===== src/rtl/mine_placer_pkg.sv =====
// Shared definitions for the minefield slot placer.
//   state_t            : scan controller states
//   DEF_*              : default slot geometry (pixel origin / pitch)
//   LFSR_TAP_MASK      : Fibonacci taps 16,14,13,11 as a bit mask
//   LFSR_DEFAULT_SEED  : value loaded in place of an all-zero seed
//   lfsr_next()        : one LFSR step
package mine_placer_pkg;

  typedef enum logic [1:0] {
    IDLE = 2'd0,
    SCAN = 2'd1,
    EMIT = 2'd2,
    DONE = 2'd3
  } state_t;

  localparam logic [10:0] DEF_X_ORIGIN = 11'h70;
  localparam logic [10:0] DEF_X_PITCH  = 11'h30;
  localparam logic [10:0] DEF_Y_ORIGIN = 11'h80;
  localparam logic [10:0] DEF_Y_PITCH  = 11'h60;

  // Bits 15,13,12,10 correspond to taps 16,14,13,11.
  localparam logic [15:0] LFSR_TAP_MASK     = 16'hB400;
  localparam logic [15:0] LFSR_DEFAULT_SEED = 16'hACE1;

  function automatic logic [15:0] lfsr_next(input logic [15:0] s);
    return {s[14:0], ^(s & LFSR_TAP_MASK)};
  endfunction

endpackage


===== src/rtl/mine_lfsr.sv =====
// 16-bit Fibonacci LFSR used for random slot thinning.
// Ports:
//   clk, rst_n : clock, asynchronous active-low reset (state clears to 0)
//   load       : load seed (an all-zero seed is replaced by LFSR_DEFAULT_SEED)
//   step       : advance one step (load has priority)
//   seed       : seed value
//   state      : current LFSR contents
module mine_lfsr
  import mine_placer_pkg::*;
(
  input  logic        clk,
  input  logic        rst_n,
  input  logic        load,
  input  logic        step,
  input  logic [15:0] seed,
  output logic [15:0] state
);

  logic [15:0] lfsr_q;

  always_ff @(posedge clk or negedge rst_n) begin
    if (!rst_n) begin
      lfsr_q <= '0;
    end else if (load) begin
      // An all-zero LFSR would lock up, so zero seeds get a fixed substitute.
      lfsr_q <= (seed == 16'h0000) ? LFSR_DEFAULT_SEED : seed;
    end else if (step) begin
      lfsr_q <= lfsr_next(lfsr_q);
    end
  end

  assign state = lfsr_q;

endmodule


===== src/rtl/mine_field_placer.sv =====
// Minefield slot placer: on start, scans a ROWS x COLS grid in row-major
// order and emits one (row, col, pixel_x, pixel_y) record per selected cell
// over a valid/ready stream, then pulses done.
// Build option: define MINE_PLACER_RANDOM_EN to thin the selection with a
// seeded LFSR (cell kept when its mask bit is set and lfsr[7:0] < DENSITY).
// Ports:
//   clk, rst_n   : clock, asynchronous active-low reset
//   start        : begin a scan (ignored unless idle)
//   cell_mask    : per-cell enables, bit row*COLS+col, latched on start
//   seed         : LFSR seed, latched on start (random build only)
//   out_valid    : record valid; out_ready : consumer accepts record
//   out_row/col  : slot coordinates; pixel_x/pixel_y : slot pixel position
//   busy         : scan in progress; done : one-cycle end-of-scan pulse
//   mine_count   : records handed off in the last or current scan
module mine_field_placer
  import mine_placer_pkg::*;
#(
  parameter int          ROWS     = 3,
  parameter int          COLS     = 4,
  parameter logic [10:0] X_ORIGIN = DEF_X_ORIGIN,
  parameter logic [10:0] X_PITCH  = DEF_X_PITCH,
  parameter logic [10:0] Y_ORIGIN = DEF_Y_ORIGIN,
  parameter logic [10:0] Y_PITCH  = DEF_Y_PITCH,
  parameter logic [7:0]  DENSITY  = 8'h60,
  localparam int RW  = (ROWS > 1) ? $clog2(ROWS) : 1,
  localparam int CW  = (COLS > 1) ? $clog2(COLS) : 1,
  localparam int MCW = $clog2(ROWS * COLS + 1)
) (
  input  logic                   clk,
  input  logic                   rst_n,
  input  logic                   start,
  input  logic [ROWS*COLS-1:0]   cell_mask,
  input  logic [15:0]            seed,
  output logic                   out_valid,
  input  logic                   out_ready,
  output logic [RW-1:0]          out_row,
  output logic [CW-1:0]          out_col,
  output logic [10:0]            pixel_x,
  output logic [10:0]            pixel_y,
  output logic                   busy,
  output logic                   done,
  output logic [MCW-1:0]         mine_count
);

  localparam int NCELLS = ROWS * COLS;
  localparam int IW     = (NCELLS > 1) ? $clog2(NCELLS) : 1;

  // Origin + pitch*index, all at 11 bits so the result wraps mod 2048.
  function automatic logic [10:0] pixel_coord(input logic [10:0] origin,
                                              input logic [10:0] pitch,
                                              input logic [10:0] idx);
    return origin + pitch * idx;
  endfunction

  state_t             state_q, state_d;
  logic [NCELLS-1:0]  mask_q;
  logic [RW-1:0]      ptr_row;
  logic [CW-1:0]      ptr_col;
  logic [IW-1:0]      ptr_idx;
  logic               cell_sel;
  logic               is_last;
  logic               accept_start;
  logic               advance;
  logic               capture;
  logic               handshake;

  assign is_last = (ptr_row == RW'(ROWS - 1)) && (ptr_col == CW'(COLS - 1));

`ifdef MINE_PLACER_RANDOM_EN
  logic [15:0] lfsr_state;
  logic        unused_lfsr_hi;

  // The LFSR steps with the cell pointer so each cell sees its own draw.
  mine_lfsr u_lfsr (
    .clk   (clk),
    .rst_n (rst_n),
    .load  (accept_start),
    .step  (advance),
    .seed  (seed),
    .state (lfsr_state)
  );

  assign cell_sel       = mask_q[ptr_idx] && (lfsr_state[7:0] < DENSITY);
  assign unused_lfsr_hi = ^lfsr_state[15:8];
`else
  logic unused_cfg;

  assign cell_sel   = mask_q[ptr_idx];
  assign unused_cfg = ^{seed, DENSITY};
`endif

  // Controller state register
  always_ff @(posedge clk or negedge rst_n) begin
    if (!rst_n) state_q <= IDLE;
    else        state_q <= state_d;
  end

  always_comb begin
    state_d      = state_q;
    accept_start = 1'b0;
    advance      = 1'b0;
    capture      = 1'b0;
    handshake    = 1'b0;
    case (state_q)
      IDLE: begin
        if (start) begin
          accept_start = 1'b1;
          state_d      = SCAN;
        end
      end
      SCAN: begin
        if (cell_sel) begin
          capture = 1'b1;
          state_d = EMIT;
        end else begin
          advance = 1'b1;
          if (is_last) state_d = DONE;
        end
      end
      EMIT: begin
        if (out_ready) begin
          handshake = 1'b1;
          advance   = 1'b1;
          state_d   = is_last ? DONE : SCAN;
        end
      end
      DONE:    state_d = IDLE;
      default: state_d = IDLE;
    endcase
  end

  assign out_valid = (state_q == EMIT);
  assign busy      = (state_q != IDLE);
  assign done      = (state_q == DONE);

  // Pointer, latched mask, output record and count registers
  always_ff @(posedge clk or negedge rst_n) begin
    if (!rst_n) begin
      mask_q     <= '0;
      ptr_row    <= '0;
      ptr_col    <= '0;
      ptr_idx    <= '0;
      out_row    <= '0;
      out_col    <= '0;
      pixel_x    <= '0;
      pixel_y    <= '0;
      mine_count <= '0;
    end else begin
      if (accept_start) begin
        mask_q     <= cell_mask;
        ptr_row    <= '0;
        ptr_col    <= '0;
        ptr_idx    <= '0;
        mine_count <= '0;
      end
      if (advance) begin
        if (ptr_col == CW'(COLS - 1)) begin
          ptr_col <= '0;
          ptr_row <= (ptr_row == RW'(ROWS - 1)) ? '0 : ptr_row + RW'(1);
        end else begin
          ptr_col <= ptr_col + CW'(1);
        end
        ptr_idx <= is_last ? '0 : ptr_idx + IW'(1);
      end
      // Record is only written on entry to EMIT, so it holds under backpressure.
      if (capture) begin
        out_row <= ptr_row;
        out_col <= ptr_col;
        pixel_x <= pixel_coord(X_ORIGIN, X_PITCH, 11'(ptr_row));
        pixel_y <= pixel_coord(Y_ORIGIN, Y_PITCH, 11'(ptr_col));
      end
      if (handshake) mine_count <= mine_count + MCW'(1);
    end
  end

endmodule


===== config.mk =====
export PLATFORM = sky130hd
export DESIGN_NAME = mine_field_placer
export DESIGN_NICKNAME = d
export VERILOG_FILES = /design/src/rtl/mine_placer_pkg.sv /design/src/rtl/mine_lfsr.sv /design/src/rtl/mine_field_placer.sv
export SDC_FILE = /design/constraint.sdc
export NUM_CORES = 1
export LEC_CHECK = 0
export BUFFER_PORTS_ARGS = -buffer_cell sky130_fd_sc_hd__buf_2
export CAP_MARGIN = 20
export CORE_ASPECT_RATIO = 0.75
export CORE_MARGIN = 5
export CORE_UTILIZATION = 51
export DETAILED_ROUTE_END_ITERATION = 8
export PLACE_DENSITY = 0.8
export SETUP_SLACK_MARGIN = 0.05
export SYNTH_ARGS = -nofsm -noshare
export SYNTH_HDL_FRONTEND = slang
export SYNTH_SLANG_ARGS = --single-unit

===== constraint.sdc =====
create_clock -name clk -period 2.6 [get_ports clk]
set_clock_uncertainty 0.2 [all_clocks]
set_input_delay 0.52 -clock clk [delete_from_list [all_inputs] [get_ports clk]]
set_output_delay 0.52 -clock clk [all_outputs]
set_load 0.03 [all_outputs]

==> impl_results.md <==
- Overall routing resource usage: 0.1489
- Worst R2R Start: ptr_idx[0]$_DFFE_PN0P_
- Synth unique cells: 37
- Unrepaired setup endpoints after global routing: no
- Synth Area in XOR/XNOR: 0.008363
- CTS tree: yes
- Synthesis-to-finish area growth: 13.74%
- Final std cells w/o fill: 286
- Max incr delay on CP: 0.45 ns
- CTS root buf: clkbuf_8
- Io pins: 65
- Hold Buf Count CTS: 0
- Gates resized, CTS repair: 0
- Post-synthesis compound-gate area fraction: 0.1243
- Slowest library cell on the worst path: or3b_2
- Clock Path Buffers: 2
- DRT iter0 DRCs: 81
- Register Area: 975.9 µm²
- Mux cell area share after synthesis: 0.1249
- Clock sink total: 39
- Cells after Synth: 193
- #FFs+latches synth: 39
- Synth Cell Area: 0.002095 mm²
- GPL Wtd Cong: 0.7802
- Cell Chain, Critical Path: buf_4 > or3b_2 > o32a_1 > a22o_1 > nand3_2 > a211oi_1 > a31o_2
- Initial antenna violation count: 0
- Sequential area share after synthesis: 0.4659
- Via count: 1453
- Number of port buffers: 36
- Filler cells: 366
- Yosys top cell area share: 0.4659
- Layout cells sized above 1: 0.3160
- Setup TNS: 0 ns
- Final Max Tran Viols: 0
- H-tree Lvls: 2
- Final setup violating endpoints: 0
- Finished Cell Area: 0.002382 mm²
- Post-Synth Simple-Gate Area: 0.1022
- Drt wl/cell: 13.14 µm
- TritonCTS buffer count: 5
- Die ar.: 0.005502 mm²
- Worst-margin pin slew: 0.8408 ns
- Worst Reg2Reg Path Length in Cells: 7
- Rel. slew slack: 0.4395
- Die Width: 84 µm
- Dominant synthesized flop cell: dfrtp_1
- P per Cell Area: 1216 mW/mm²
- R2r setup slk: 0.34 ns
- Required time at the worst-slack endpoint: 2.58 ns
- Syn Area/Cell: 10.85 µm²
- First-pass GRT wire length: 6423 µm
- Largest area contributor in the netlist: dfrtp_1
- Crit path DAT: 2.24 ns
- Max_cap viols: 0
- Adder and majority gate portion of the synthesized area: 0.08363
- Post-DP HPWL: 2813 µm
- Antenna cells: 0
- HP Class: in -> async
- Routed vias/inst: 5.080
- Initial Utilization: 0.5231
- # nets final: 276
- Setup crit start kind: flop
- Placed cell area: 0.002270 mm²
- Setup crit end: ptr_idx[2]$_DFFE_PN0P_
- Largest family of logic cells by synthesized area: multiplexers
- Top cells by area, synth: dfrtp_1 47%, ha_1 8.4%, mux2_2 8.1%, buf_4 5.4%, nand2_1 4.5%
- Critical path type: reg -> reg
- Worst ir drop on vdd: 0.7697 mV
- Min Tclk post-route: 2.261 ns
- Site row count: 20
- Final wirelength: 3758 µm
- Final hold vios: 0
- Post-CTS Setup Bufs: 0
- Area of the multi-input gates: 973.4 µm²
- Synth warnings: 0
- Crit Path Max Fanout: 12
- Critical R2R Capture: ptr_idx[2]$_DFFE_PN0P_
- Crit path buf inv count: 1
- Drt drc: 0
- Max Clk Rate: 0.4422 GHz
- 1st-pass router iterations: 4
- Die Y: 65.50 µm
- Outcome: complete, no violations
- EDFF count, synth: 0
- CP top delay family: compound AO/OA/AOI/OAI gates
- Critical Path Stages: 7
- Worst Setup End Kind: flop
- Final period utilization: 0.8698
- Antenna Violating Nets Remaining: 0
- Vias in the first global route: 1359
- Async S/R FF share, synth: 1.000
- Pin count of the biggest net entering global routing: 40
- Overflow after GRT: 0
- Placed Instances: 278
- Leak: 1.201 nW
- Clock-pin slew on the worst setup and hold paths: 0.08 ns
- CP startpoint: ptr_idx[0]$_DFFE_PN0P_
- Clock latency at the later pin of the worst-skew pair: 0.29 ns
- Core ar.: 0.004004 mm²
[cells by family (layout without fill, tap and decap cells)]
group | after synthesis | count (layout)
other | 1 | 12
buffers and inverters | 32 | 59
AO/OA/AOI/OAI | 35 | 35
XOR/XNOR | 2 | 2
multiplexers | 23 | 23
flip-flops | 39 | 39
adder cells (fa/ha/maj) | 14 | 14
AND/OR/NAND/NOR | 47 | 47
[stage by stage]
step / power (mW) / hold WS [ns] / util / setup slack, ns
finish: 2.898 / 0.1322 / 0.5950 / 0.3385
global route: 3.123 / 0.1996 / 0.5950 / 0.2107
CTS: 2.925 / 0.1534 / 0.5950 / 0.3437
detailed placement: 2.412 / 0.2679 / 0.5669 / 0.3547
global placement: 2.368 / 0.2625 / 0.5669 / 0.4038
floorplan: 2.126 / 0.02441 / - / 0.4481
[placed cells by master, fill, tap and decap left out, types with 4 or more instances in the layout]
master / instances
buf_2: 36
buf_4: 4
clkbuf_8: 5
conb_1: 12
dfrtp_1: 39
ha_1: 14
inv_1: 11
mux2_2: 15
mux2i_1: 7
nand2_1: 25
nand3_1: 11
nor2_1: 4
o21ai_0: 16
[synthesized netlist by cell type, types with 2 or more instances]
master,number
a211oi_1,2
a21oi_1,2
a31o_2,2
a31oi_1,2
buf_2,2
buf_4,15
clkbuf_1,2
dfrtp_1,39
ha_1,14
inv_1,11
mux2_2,15
mux2i_1,7
nand2_1,25
nand2b_1,2
nand3_1,11
nor2_1,4
o21ai_0,16
o31ai_1,2
xor2_1,2
[state kept, by name, summed over array words and instances (netlist names)]
signal	flops
pixel_x	5
state_q	2
mine_count	4
out_row	2
mask_q	12
pixel_y	4
ptr_row	2
out_col	2
ptr_idx	4
ptr_col	2
[where the power goes]
part           total, mW  leakage [nW]  internal [mW]  switching [mW]
logic               1.38         0.646          0.546           0.830
registers           1.02         0.497          0.845           0.173
clock network      0.504        0.0581          0.286           0.219
total               2.90          1.20           1.68            1.22
[final cells by class]
cell class                 count  area share
timing repair buffer          40     0.08824
sequential                    39      0.4097
tap                           55     0.02889
multi-input combinational    133      0.4086
clock inverter                 3     0.01838
clock buffer                   5     0.02889
inverter                      11     0.01733
[worst min-delay path by stage]
stage	cells past startpoint	slack (ns)	endpoint
after floorplan	0	0.02	mask_q[0]$_DFFE_PN0P_
after global placement	2	0.26	pixel_y[9]$_DFFE_PN0P_
after detailed placement	2	0.27	pixel_y[9]$_DFFE_PN0P_
after CTS	1	0.15	ptr_row[1]$_DFF_PN0_
after global routing	1	0.20	ptr_row[1]$_DFF_PN0_
final	1	0.13	mask_q[6]$_DFFE_PN0P_
[per-layer routing]
metal  up-vias  wire, µm  track usage  share of wire
li1        712         -            -              -
met1       689      1785       0.2006           0.47
met2        41      1679       0.2252           0.45
met3        11       188      0.03634          0.050
met4         0       104      0.07430          0.028
met5         -         0            0              0
Note: power is estimated with default switching activity, not from simulation.
